## src/rtl/uart_pkg.sv

```systemverilog
// Shared types and constants for the UART transmit arbiter.
// Latency: none (declarations only).
// Backpressure: not applicable.
package uart_pkg;

    localparam logic [1:0] ST_IDLE = 2'd0;
    localparam logic [1:0] ST_HDR  = 2'd1;
    localparam logic [1:0] ST_DATA = 2'd2;

    // Upper nibble of the optional per-packet header byte; lower nibble is the requester index.
    localparam logic [3:0] HDR_TAG = 4'hA;

    typedef enum logic [1:0] {
        IDLE = ST_IDLE,
        HDR  = ST_HDR,
        DATA = ST_DATA
    } arb_state_t;

    // Ceiling log2, never less than 1 so a degenerate width still yields a legal vector.
    function automatic int clog2(input int value);
        int r;
        r = 0;
        for (int i = 0; i < 31; i++) begin
            if ((1 << i) < value) begin
                r = i + 1;
            end
        end
        return (r < 1) ? 1 : r;
    endfunction

endpackage

```

## src/rtl/uart_rr_pick.sv

```systemverilog
// Round-robin picker: first set request after ptr, wrapping modulo N_REQ.
// Latency: purely combinational.
// Backpressure: none; the caller decides when the pick is registered.
module uart_rr_pick #(
    parameter int N_REQ = 4,
    parameter int PTR_W = 2
) (
    input  logic [N_REQ-1:0] req,
    input  logic [PTR_W-1:0] ptr,
    output logic [N_REQ-1:0] pick,
    output logic [PTR_W-1:0] idx
);

    logic             found;
    logic [PTR_W-1:0] cand;

    // Scan ptr+1, ptr+2, ... and keep the first requester seen.
    always_comb begin
        pick  = '0;
        idx   = '0;
        found = 1'b0;
        cand  = '0;
        for (int i = 1; i <= N_REQ; i++) begin
            cand = PTR_W'((int'(ptr) + i) % N_REQ);
            if (!found && req[cand]) begin
                found       = 1'b1;
                pick[cand]  = 1'b1;
                idx         = cand;
            end
        end
    end

endmodule

```

## src/rtl/uart_tx_arb.sv

```systemverilog
// Packet-locked round-robin arbiter feeding N_REQ byte streams into one UART tx port.
// Latency: one arbitration cycle before a granted packet's first byte, then pure passthrough.
// Backpressure: i_ready goes straight to the granted requester; others see o_ready=0. Optional header via UART_ARB_HDR_EN.
module uart_tx_arb
    import uart_pkg::*;
#(
    parameter int N_REQ       = 4,
    parameter int TIMEOUT_CYC = 4096
) (
    input  logic               i_clk,
    input  logic               i_rst,
    input  logic [N_REQ*8-1:0] i_data,
    input  logic [N_REQ-1:0]   i_valid,
    input  logic [N_REQ-1:0]   i_last,
    output logic [N_REQ-1:0]   o_ready,
    output logic [7:0]         o_data,
    output logic               o_valid,
    input  logic               i_ready,
    output logic [N_REQ-1:0]   o_grant,
    output logic               o_busy,
    output logic               o_timeout
);

    localparam int               PTR_W  = clog2(N_REQ);
    localparam int               WD_W   = clog2(TIMEOUT_CYC + 1);
    localparam bit               WD_EN  = (TIMEOUT_CYC > 0);
    localparam logic [WD_W-1:0]  WD_LIM = WD_W'(TIMEOUT_CYC);

    arb_state_t       state_q, state_d;
    logic [N_REQ-1:0] grant_q, grant_d;
    logic [PTR_W-1:0] gidx_q, gidx_d;
    logic [PTR_W-1:0] ptr_q, ptr_d;
    logic [WD_W-1:0]  wd_q, wd_d;

    logic [N_REQ-1:0] pick;
    logic [PTR_W-1:0] pick_idx;
    logic [7:0]       g_data;
    logic             g_valid;
    logic             g_last;
    logic             hs;
    logic             wd_hit;

    uart_rr_pick #(
        .N_REQ (N_REQ),
        .PTR_W (PTR_W)
    ) u_pick (
        .req  (i_valid),
        .ptr  (ptr_q),
        .pick (pick),
        .idx  (pick_idx)
    );

    // Select the granted requester's byte lane.
    always_comb begin
        g_data = '0;
        for (int k = 0; k < N_REQ; k++) begin
            if (int'(gidx_q) == k) begin
                g_data = i_data[k*8 +: 8];
            end
        end
    end

    assign g_valid = i_valid[gidx_q];
    assign g_last  = i_last[gidx_q];
    assign hs      = g_valid & i_ready;
    assign wd_hit  = WD_EN && (wd_q == WD_LIM);

`ifdef UART_ARB_HDR_EN
    logic [3:0] hdr_idx;
    assign hdr_idx = 4'(gidx_q);
`endif

    // Next-state, grant, watchdog and output muxing; reset blanks outputs so no byte moves that cycle.
    always_comb begin
        state_d   = state_q;
        grant_d   = grant_q;
        gidx_d    = gidx_q;
        ptr_d     = ptr_q;
        wd_d      = wd_q;
        o_valid   = 1'b0;
        o_ready   = '0;
        o_data    = '0;
        o_timeout = 1'b0;
        case (state_q)
            IDLE: begin
                wd_d = '0;
                if (|i_valid) begin
                    grant_d = pick;
                    gidx_d  = pick_idx;
`ifdef UART_ARB_HDR_EN
                    state_d = HDR;
`else
                    state_d = DATA;
`endif
                end
            end
`ifdef UART_ARB_HDR_EN
            HDR: begin
                o_valid = 1'b1;
                o_data  = {HDR_TAG, hdr_idx};
                if (i_ready) begin
                    state_d = DATA;
                end
            end
`endif
            DATA: begin
                o_data  = g_data;
                o_valid = g_valid;
                o_ready = grant_q & {N_REQ{i_ready}};
                if (hs) begin
                    // A handshake always beats a simultaneous watchdog expiry.
                    wd_d = '0;
                    if (g_last) begin
                        ptr_d   = gidx_q;
                        grant_d = '0;
                        state_d = IDLE;
                    end
                end else if (wd_hit) begin
                    o_timeout = 1'b1;
                    ptr_d     = gidx_q;
                    grant_d   = '0;
                    wd_d      = '0;
                    state_d   = IDLE;
                end else if (WD_EN && !g_valid) begin
                    // Only a silent requester counts; uart backpressure never does.
                    wd_d = wd_q + WD_W'(1);
                end
            end
            default: begin
                state_d = IDLE;
                grant_d = '0;
            end
        endcase
        if (!i_rst) begin
            o_valid   = 1'b0;
            o_ready   = '0;
            o_data    = '0;
            o_timeout = 1'b0;
        end
    end

    // State registers; pointer resets to the last index so requester 0 wins first.
    always_ff @(posedge i_clk) begin
        if (!i_rst) begin
            state_q <= IDLE;
            grant_q <= '0;
            gidx_q  <= '0;
            ptr_q   <= PTR_W'(N_REQ - 1);
            wd_q    <= '0;
        end else begin
            state_q <= state_d;
            grant_q <= grant_d;
            gidx_q  <= gidx_d;
            ptr_q   <= ptr_d;
            wd_q    <= wd_d;
        end
    end

    assign o_grant = grant_q;
    assign o_busy  = (state_q != IDLE);

endmodule

```

## config.mk

```make
export PLATFORM = sky130hd
export DESIGN_NAME = uart_tx_arb
export DESIGN_NICKNAME = d
export VERILOG_FILES = /design/src/rtl/uart_pkg.sv /design/src/rtl/uart_rr_pick.sv /design/src/rtl/uart_tx_arb.sv
export SDC_FILE = /design/constraint.sdc
export NUM_CORES = 1
export LEC_CHECK = 0
export BUFFER_PORTS_ARGS = -buffer_cell sky130_fd_sc_hd__buf_2
export CORE_AREA = 2 2 63 65
export CTS_CLUSTER_SIZE = 16
export DETAILED_ROUTE_END_ITERATION = 7
export DIE_AREA = 0 0 65 67
export PLACE_DENSITY = 0.86
export SYNTH_ARGS = -nofsm -noshare
export SYNTH_HDL_FRONTEND = slang
export SYNTH_SLANG_ARGS = --single-unit
```

## constraint.sdc

```tcl
create_clock -name i_clk -period 4.1 [get_ports i_clk]
set_input_delay 0.82 -clock i_clk [delete_from_list [all_inputs] [get_ports i_clk]]
set_output_delay 0.82 -clock i_clk [all_outputs]
set_load 0.01 [all_outputs]
```

==> impl_metrics.py <==
metrics = {
    "setup_path": {
        "worstPathArrival_ns": 2.17,
        "path_class": "in -> out",
        "crit_path_end_kind": "output port",
        "rr_worst_depth": 6,
        "cp-start-kind": "primary input",
        "r2r_slack_ns": 1.36,
        "path_max_fanout": 16,
        "required_ns": 3.28,
    },
    "pwr": {
        "switching_power_w": 0.000191,
        "clock_power_share": 0.264,
        "power_frac_seq": 0.407,
        "combPwrFrac": 0.328,
        "peakVddDrop_mv": 0.109,
        "p_total_w": 0.000594,
        "switching_share": 0.322,
        "power.density_nw_per_um2": 260,
        "total_leakage_power_nw": 0.973,
        "p_int_w": 0.000403,
    },
    "sta": {
        "setup_tns_ns": 0,
        "fin_crit_ns": 2.99,
        "layout_setup_ws_ns": 1.11,
        "skew_ns": 0.00763,
        "setup_viol": 0,
        "hold_violations": 0,
        "max_freq_ghz": 0.335,
        "rsz0062_at_grt": "false",
        "relSlewSlack": 0.637,
        "drv_slew": 0,
        "min_period_over_period": 0.729,
        "worst_slew_pin_slew_ns": 0.543,
    },
    "synth": {
        "synth.top_cells.by_count": "27 x nand2_1, 22 x dfxtp_1, 17 x nor2_1",
        "synth_compound_area_frac": 0.172,
        "netlist_area_um2": 1920,
        "synth.avg_cell_area_um2": 8.87,
        "synthMuxAreaShare": 0.179,
        "synthCells": 217,
        "synth_edf_count": 0,
        "synth.distinct_cells": 45,
        "yosysTopAreaCell": "dfxtp_1",
        "async_flop_share": 0,
        "synth_top_cells_by_area": "dfxtp_1 23%, mux4_2 15%, ha_1 6.5%, nand2_1 5.3%, and3_1 4.6%",
        "synth-xor-area-share": 0.0410,
        "synth_fp_nets": 270,
        "seq_area_frac_synth": 0.229,
        "synth_top_family_by_area": "simple AND/OR/NAND/NOR gates",
        "yosys.area_share.simple": 0.258,
        "synth_seq_cells": 22,
        "synthMostInstantiatedCell": "nand2_1",
        "synth.top_cell.area_share": 0.229,
        "synthAdderAreaFrac": 0.0650,
        "yosys_warnings": 0,
        "synth_top_flop_cell": "dfxtp_1",
    },
    "place": {
        "dp_hpwl_um": 3590,
        "dp_slack_ns": 1.12,
        "routabilityCongestion": 0.869,
        "io_buffers": 61,
        "dp_cells": 314,
    },
    "floorplanning": {
        "io_pins": 62,
        "die_w_um": 65,
        "dieHeight_um": 67,
        "core_region_area_um2": 3610,
        "start_util": 0.534,
        "std_cell_rows": 22,
        "die-area_um2": 4360,
    },
    "clocking": {
        "h-tree-depth": 1,
        "clkSlewWorstSetupHoldPaths_ns": 0.08,
        "ctsHoldBuffers": 0,
        "clkLatencyLatePin_ns": 0.27,
        "cts_sinks": 22,
        "cts_max_path_buffers": 2,
        "postCtsSetupBuffers": 0,
        "root_buffer": "clkbuf_8",
        "cts_resized": 0,
        "cts_tree": "built",
        "cts-buffers-inserted": 3,
    },
    "finish": {
        "nets": 324,
        "antenna-diode-count": 0,
        "fillers": 311,
        "stdcell_count": 318,
        "multi_input_area_um2": 1380,
        "drive_above_1_share": 0.348,
        "syn_to_final_growth_pct": 18.6,
        "regArea_um2": 440,
    },
    "route": {
        "vias": 1871,
        "wl_per_cell_um": 14.5,
        "routed_wl_um": 4610,
        "drt_pre_antenna_iters": 6,
        "ant_nets": 0,
        "post-route-drc-count": 0,
        "drt_first_iter_violations": 138,
        "viasPerCell": 5.88,
    },
    "grt": {
        "grt_pass1_vias": 1769,
        "grt_overflow_total": 0,
        "grt_max_degree": 21,
        "gr-usage-all-layers": 0.230,
        "grt_pass1_wl_um": 7960,
        "antenna_found_initial": 0,
    },
    "min_path": {
        "min_path_type": "reg -> reg",
        "holdPathStages": 2,
    },
    "job": {
        "drv_cap": 0,
    },
    "status": {
        "outcome": "finished, final reports clean",
    },
}
==> state kept, by name, indices dropped and copies added, names as in the netlist <==
register	count
o_grant	4
ptr_q	2
state_q	1
wd_q	13
gidx_q	2
==> power by group through the flow <==
stage               clock (W)  sequential [W]  combinational [W]
floorplan                   0        0.000239           0.000146
global placement            0        0.000247           0.000190
detailed placement          0        0.000247           0.000195
CTS                  0.000157        0.000242           0.000196
global route         0.000170        0.000245           0.000216
finish               0.000157        0.000242           0.000195
==> logic make-up after synthesis <==
logic type / count (synthesis)
buffers and inverters: 22
xor gates and xnor gates: 9
AOI/OAI and AO/OA: 41
DFF: 22
muxes: 18
and+or+nand+nor: 95
adders and majority gates: 10
==> final timing paths <==
path / startpoint / to
min: o_grant[1]$_SDFFE_PN0P_ / o_grant[1]$_SDFFE_PN0P_
min reg2reg: o_grant[1]$_SDFFE_PN0P_ / o_grant[1]$_SDFFE_PN0P_
max: i_valid[3] / o_timeout
max reg2reg: ptr_q[0]$_SDFFE_PN1P_ / o_grant[1]$_SDFFE_PN0P_
==> cell type report <==
type                    count  area share
repair buffers             63       0.140
flip-flops and latches     22       0.193
well taps                  48      0.0263
inverters                   8      0.0132
clock buffers               4      0.0241
multi-input cells         173       0.603
==> per-stage QoR <==
| stage | utilization | instance area [um^2] | hold WS (ns) |
|---|---|---|---|
| 4_1_cts | 0.633 | 2280 | 0.483 |
| 3_3_place_gp | 0.618 | 2230 | 0.468 |
| 3_5_place_dp | 0.618 | 2230 | 0.470 |
| 6_report | 0.633 | 2280 | 0.478 |
| 2_1_floorplan | - | 1920 | 0.474 |
| 5_1_grt | 0.633 | 2280 | 0.525 |
==> layout by cell type (no fill, tap or decap), types with 6 or more instances in the layout <==
cell type  count
and3_1        14
nor2_1        17
dfxtp_1       22
ha_1          10
nand4_1        6
buf_2         61
nand2_1       27
mux4_2        13
o21ai_0        8
xnor2_1        9
nand3_1        9
inv_1          8
==> metal layers <==
layer | wire length, um | share of wire | vias to the layer above | track usage
met5 | 0 | 0 | - | 0
met1 | 1970 | 0.43 | 888 | 0.297
met4 | 90 | 0.020 | 0 | 0.0904
met3 | 200 | 0.043 | 11 | 0.0287
met2 | 2350 | 0.51 | 50 | 0.390
li1 | - | - | 922 | -
==> worst max-delay path: stages <==
cell and delay [ns]:
buf_2 0.14, mux4_2 0.68, nand2_1 0.20, nand2_1 0.07, nor2_1 0.11, buf_2 0.14
Note: power is estimated with default switching activity, not from simulation.
